==> src/rtl/vga_timing_gen_if.sv <==
// Raster timing bundle: sync, visible flag, pixel/character coordinates and strobes.
// The generator drives the master side; display renderers take the slave side.
interface vga_timing_gen_if;
  logic       hs;
  logic       vs;
  logic       video_on;
  logic [9:0] x;
  logic [9:0] y;
  logic [6:0] char_col;
  logic [4:0] char_row;
  logic       pix_tick;
  logic       frame_start;

  modport master (
    output hs, vs, video_on, x, y, char_col, char_row, pix_tick, frame_start
  );

  modport slave (
    input  hs, vs, video_on, x, y, char_col, char_row, pix_tick, frame_start
  );
endinterface

==> src/rtl/vga_timing_gen.sv <==
// Raster timing generator: divides clk to the pixel rate, runs h/v counters and
// registers sync, visible-area and coordinate outputs one clk behind the counters.
module vga_timing_gen #(
  parameter int CLK_DIV  = 2,
  parameter int H_ACTIVE = 640,
  parameter int H_FP     = 16,
  parameter int H_SYNC   = 96,
  parameter int H_BP     = 48,
  parameter int V_ACTIVE = 480,
  parameter int V_FP     = 10,
  parameter int V_SYNC   = 2,
  parameter int V_BP     = 33,
  parameter bit SYNC_POL = 1'b0
) (
  input  logic              clk,
  input  logic              rst,
  vga_timing_gen_if.master  vga
);

  localparam int H_TOTAL = H_ACTIVE + H_FP + H_SYNC + H_BP;
  localparam int V_TOTAL = V_ACTIVE + V_FP + V_SYNC + V_BP;
  localparam int DIV_W   = (CLK_DIV > 1) ? $clog2(CLK_DIV) : 1;

  localparam logic [DIV_W-1:0] DIV_LAST = DIV_W'(CLK_DIV - 1);
  localparam logic [9:0] H_LAST   = 10'(H_TOTAL - 1);
  localparam logic [9:0] V_LAST   = 10'(V_TOTAL - 1);
  localparam logic [9:0] H_VIS    = 10'(H_ACTIVE);
  localparam logic [9:0] V_VIS    = 10'(V_ACTIVE);
  localparam logic [9:0] HS_START = 10'(H_ACTIVE + H_FP);
  localparam logic [9:0] HS_END   = 10'(H_ACTIVE + H_FP + H_SYNC);
  localparam logic [9:0] VS_START = 10'(V_ACTIVE + V_FP);
  localparam logic [9:0] VS_END   = 10'(V_ACTIVE + V_FP + V_SYNC);

  logic [DIV_W-1:0] div;
  logic [9:0]       h_cnt;
  logic [9:0]       v_cnt;
  logic             step;
  logic             div_zero;

  logic       hs_q, vs_q, video_on_q, pix_tick_q, frame_start_q;
  logic [9:0] x_q, y_q;
  logic [6:0] char_col_q;
  logic [4:0] char_row_q;

  logic h_vis, v_vis, h_sync, v_sync;

  assign step     = (div == DIV_LAST);
  assign div_zero = (div == '0);

  // Pixel divider and raster counters; v_cnt advances only on the h wrap.
  always_ff @(posedge clk) begin
    if (!rst) begin
      div   <= '0;
      h_cnt <= '0;
      v_cnt <= '0;
    end else begin
      div <= step ? '0 : div + 1'b1;
      if (step) begin
        if (h_cnt == H_LAST) begin
          h_cnt <= '0;
          v_cnt <= (v_cnt == V_LAST) ? '0 : v_cnt + 10'd1;
        end else begin
          h_cnt <= h_cnt + 10'd1;
        end
      end
    end
  end

  assign h_vis  = (h_cnt < H_VIS);
  assign v_vis  = (v_cnt < V_VIS);
  assign h_sync = (h_cnt >= HS_START) && (h_cnt < HS_END);
  assign v_sync = (v_cnt >= VS_START) && (v_cnt < VS_END);

  // All outputs share one register stage so sync, flag and coordinates never skew.
  always_ff @(posedge clk) begin
    if (!rst) begin
      hs_q          <= ~SYNC_POL;
      vs_q          <= ~SYNC_POL;
      video_on_q    <= 1'b0;
      pix_tick_q    <= 1'b0;
      frame_start_q <= 1'b0;
      x_q           <= '0;
      y_q           <= '0;
      char_col_q    <= '0;
      char_row_q    <= '0;
    end else begin
      hs_q          <= h_sync ? SYNC_POL : ~SYNC_POL;
      vs_q          <= v_sync ? SYNC_POL : ~SYNC_POL;
      video_on_q    <= h_vis && v_vis;
      pix_tick_q    <= div_zero;
      frame_start_q <= div_zero && (h_cnt == '0) && (v_cnt == '0);
      x_q           <= h_cnt;
      y_q           <= v_cnt;
      char_col_q    <= h_cnt[9:3];
      char_row_q    <= v_cnt[8:4];
    end
  end

  assign vga.hs          = hs_q;
  assign vga.vs          = vs_q;
  assign vga.video_on    = video_on_q;
  assign vga.pix_tick    = pix_tick_q;
  assign vga.frame_start = frame_start_q;
  assign vga.x           = x_q;
  assign vga.y           = y_q;
  assign vga.char_col    = char_col_q;
  assign vga.char_row    = char_row_q;

endmodule

==> src/flat_wrapper.sv <==
// flat-port wrapper written by rule: the top's interface ports become plain ports
module vga_timing_gen_flat 
#(
  parameter int CLK_DIV  = 2,
  parameter int H_ACTIVE = 640,
  parameter int H_FP     = 16,
  parameter int H_SYNC   = 96,
  parameter int H_BP     = 48,
  parameter int V_ACTIVE = 480,
  parameter int V_FP     = 10,
  parameter int V_SYNC   = 2,
  parameter int V_BP     = 33,
  parameter bit SYNC_POL = 1'b0
)
  (clk, rst, vga_hs, vga_vs, vga_video_on, vga_x, vga_y, vga_char_col, vga_char_row, vga_pix_tick, vga_frame_start);
  vga_timing_gen_if vga_i ();
  input  logic clk;
  input  logic rst;
  output wire logic [$bits(vga_i.hs)-1:0] vga_hs;
  output wire logic [$bits(vga_i.vs)-1:0] vga_vs;
  output wire logic [$bits(vga_i.video_on)-1:0] vga_video_on;
  output wire logic [$bits(vga_i.x)-1:0] vga_x;
  output wire logic [$bits(vga_i.y)-1:0] vga_y;
  output wire logic [$bits(vga_i.char_col)-1:0] vga_char_col;
  output wire logic [$bits(vga_i.char_row)-1:0] vga_char_row;
  output wire logic [$bits(vga_i.pix_tick)-1:0] vga_pix_tick;
  output wire logic [$bits(vga_i.frame_start)-1:0] vga_frame_start;
  assign vga_hs = vga_i.hs;
  assign vga_vs = vga_i.vs;
  assign vga_video_on = vga_i.video_on;
  assign vga_x = vga_i.x;
  assign vga_y = vga_i.y;
  assign vga_char_col = vga_i.char_col;
  assign vga_char_row = vga_i.char_row;
  assign vga_pix_tick = vga_i.pix_tick;
  assign vga_frame_start = vga_i.frame_start;
  vga_timing_gen #(.CLK_DIV(CLK_DIV), .H_ACTIVE(H_ACTIVE), .H_FP(H_FP), .H_SYNC(H_SYNC), .H_BP(H_BP), .V_ACTIVE(V_ACTIVE), .V_FP(V_FP), .V_SYNC(V_SYNC), .V_BP(V_BP), .SYNC_POL(SYNC_POL)) u_core (.clk(clk), .rst(rst), .vga(vga_i));
endmodule
==> config.mk <==
export PLATFORM = sky130hd
export DESIGN_NAME = vga_timing_gen_flat
export DESIGN_NICKNAME = d
export VERILOG_FILES = /design/src/rtl/vga_timing_gen_if.sv /design/src/rtl/vga_timing_gen.sv /design/src/flat_wrapper.sv
export SDC_FILE = /design/constraint.sdc
export NUM_CORES = 1
export LEC_CHECK = 0
export ABC_AREA = 1
export BUFFER_PORTS_ARGS = -buffer_cell sky130_fd_sc_hd__buf_4
export CAP_MARGIN = 25
export CORE_MARGIN = 2
export CORE_UTILIZATION = 23
export CTS_CLUSTER_DIAMETER = 30
export CTS_CLUSTER_SIZE = 30
export DETAILED_ROUTE_END_ITERATION = 8
export GPL_ROUTABILITY_DRIVEN = 0
export HOLD_SLACK_MARGIN = 0.03
export RECOVER_POWER = 25
export SYNTH_ARGS = -nofsm -noshare
export SYNTH_HDL_FRONTEND = slang
export SYNTH_SLANG_ARGS = --single-unit
==> constraint.sdc <==
create_clock -name clk -period 3.6 [get_ports clk]
set_input_delay 0.36 -clock clk [delete_from_list [all_inputs] [get_ports clk]]
set_output_delay 0.36 -clock clk [all_outputs]
set_load 0.01 [all_outputs]
==> results.md <==
* Top_reg_cell synth: dfxtp_1
* CP startpoint: u_core.h_cnt[0]
* Via count at ~1700
* Most common cell after layout, fill and taps aside: nand2_1
* Antenna violations before repair at 0
* Reg clk slew, reported paths at roughly 0.09 ns
* Setup TNS at 0 ns
* CTS tree: yes
* HPWL after DPL at just over 3000 um
* Final Hold Fails at 0
* Pwr Density at ~360 nW/um^2
* Unique masters post-synth at 27
* Synthesized Nets at 278
* Total wire length at approximately 4100 um
* Critical Path Sink Type: register
* Finished Core Util at about 28%
* Asr flop ratio synth at 0%
* Worst Hold Class: in -> reg
* ANT nets after route at 0
* Post-CTS setup buffers at 0
* Status: finished, final reports clean
* Count of final setup violators at 0
* Commonest non-fill, non-tap cells in the layout: nand2_1 (66), inv_1 (46), dfxtp_1 (46)
* Initial DRT Pass Iterations at 4
* Worst Setup Start Kind: register
* Final period util at 42.1%
* Die Y-Extent at between 90 and 100 um
* Cell area after synthesis at around 2000 sq um
* Hold buffers post-CTS at 0
* Largest buffer count on any clock path at 2
* Design area at 2430 sq um
* Fin crit period at roughly 1.5 ns
* Non-Filler Instances at 409
* Clk_lat worst skew at about 0.3 ns
* Clock sinks at between 40 and 50
* Initial Utilization at between 20% and 30%
* Worst min-delay path startpoint: rst
* Layout cells sized above 1 at 19.6%
* Crit path kind: reg -> reg
* Root Buffer: clkbuf_8
* CTS Buf Count at 5
* RSZ-0062 raised after global routing: false
* Hold endpoint: u_core.vga.char_row[1]
* Max-slew headroom at 76.4%
* Terminus of the critical flop-to-flop path: u_core.v_cnt[2]
* Area grow syn2layout at 20.2%
* First-pass GRT wire length at 7300 um
* Die X at 97.8 um
* Slew Viols, Final at 0
* Cell Rows at 34
* Max rail drop VDD at 124 uV
* GR Overflow Total at 0
* Syn. warnings at 0
* Max-cap viol count at 0
* Post-placement cell count at 401
* FF+latch count, synth at 46
* Setup slack, reg-to-reg at about 2.1 ns
* Synth Instances at about 270
* Diode count at 0
* Clock Skews at roughly 0.0074 ns
* Nets@finish at 307
* CTS HTree Levels at 2
* WL per Instance at 10.1 um
* EDFF count, synth at 0
* Vias in the first global route at approximately 1700
* Full die area at 9560 sq um
* Crit path DAT at approximately 1.7 ns
* Reg-to-reg critical path startpoint: u_core.h_cnt[0]
* Worst hold path depth at 3
* F_max at ~0.66 GHz
* Core area at approximately 8600 sq um
* PortBufs at 38
* Worst Path Max Fanout at 7
* Worst-Margin Slew at 0.353 ns
* CP Data Required Time at roughly 3.8 ns
* Largest net degree at the start of global routing at 29
* Resize count post-CTS at 0
* Seq/Total Area, Yosys at 45.5%
* Detailed Route Iter0 Violations at around 110
* Vias/cell at just over 4
* # IOs at 39
* GRT Resource Usage Total at under 10%
* FF-to-FF path depth at 8
* Avg Cell Area, Syn at approximately 7.5 sq um
* Pleak at approximately 1.2 nW
* # DRC at 0
* Placed cell areas at 2340 sq um
stage by stage:
step           hold slack [ns]  power (mW)  setup WS [ns]
4_1_cts                  0.434       0.894           2.08
3_5_place_dp             0.470       0.564           2.11
6_report                 0.438       0.884           2.08
5_1_grt                  0.448       0.919           1.97
2_1_floorplan            0.437       0.552           2.31
3_3_place_gp             0.457       0.563           2.16
per-layer routing:
| metal | part of all wire (%) | GRT usage, % | up-vias |
|---|---|---|---|
| met2 | 43 | 14.1 | 50 |
| li1 | - | - | 871 |
| met3 | 5.5 | 2.58 | 9 |
| met4 | 2.4 | 4.27 | 0 |
| met1 | 49 | 12.2 | 742 |
| met5 | 0 | 0 | - |
critical path: stages (launching register included):
cell and delay (ns):
dfxtp_1 0.39, ha_1 0.20, nand2_2 0.11, nor2_8 0.16, nand3_4 0.13, nand2_2 0.16
nand2_2 0.12, inv_1 0.09, nor2_1 0.05
cell families after synthesis:
family	after synthesis	synth area share, %
simple gates	139	31.6
compound gates	13	3.71
buf+inv	64	14.3
flops	46	45.5
fa+ha+maj	5	3.09
xor+xnor	4	1.73
state kept, by name, indices dropped and copies added, names as in the netlist:
register	flops
u_core.vga.vs	1
u_core.v_cnt	10
u_core.vga.char_row	4
u_core.vga.char_col	7
u_core.vga.hs	1
u_core.div	1
u_core.vga.x	3
u_core.h_cnt	10
u_core.vga.y	6
u_core.vga.frame_start	1
u_core.vga.pix_tick	1
u_core.vga.video_on	1
synthesized netlist by cell type (4+ instances only):
library cell   n  share of area (%)
nor3_1         4               0.99
inv_1         46                8.5
nand3_1       10                2.5
buf_4         12                4.5
a21oi_1        4               0.99
ha_1           5                3.1
nor2_1        39                7.2
nand4_1        6                1.9
xor2_1         4                1.7
dfxtp_1       46                 46
nand2_2        4                1.2
nand2_1       66                 12
cell type report:
cell class / count / area, sq um
Clock inverter: 2 / 12.5
Inverter: 48 / 183
Tap cell: 108 / 135
Timing Repair Buffer: 38 / 285
Multi-Input combinational cell: 161 / 812
Clock buffer: 6 / 82.6
Fill cell: 940 / 6200
Sequential cell: 46 / 921
worst max path at each step:
| stage | cells past startpoint | slack (ns) | end |
|---|---|---|---|
| after detailed placement | 8 | 2.11 | u_core.v_cnt[2] |
| after global placement | 8 | 2.16 | u_core.v_cnt[7] |
| after global routing | 8 | 1.97 | u_core.v_cnt[4] |
| after floorplan | 8 | 2.31 | u_core.v_cnt[4] |
| after CTS | 8 | 2.08 | u_core.v_cnt[3] |
| final | 8 | 2.08 | u_core.v_cnt[2] |
report_power, final:
| part | total, mW | internal, mW | switching, mW |
|---|---|---|---|
| Sequential | 0.520 | 0.515 | 0.00519 |
| Clock | 0.333 | 0.154 | 0.178 |
| Combinational | 0.0316 | 0.0117 | 0.0199 |
| Total | 0.884 | 0.681 | 0.203 |
No activity file was read; power rests on OpenSTA's default activity.
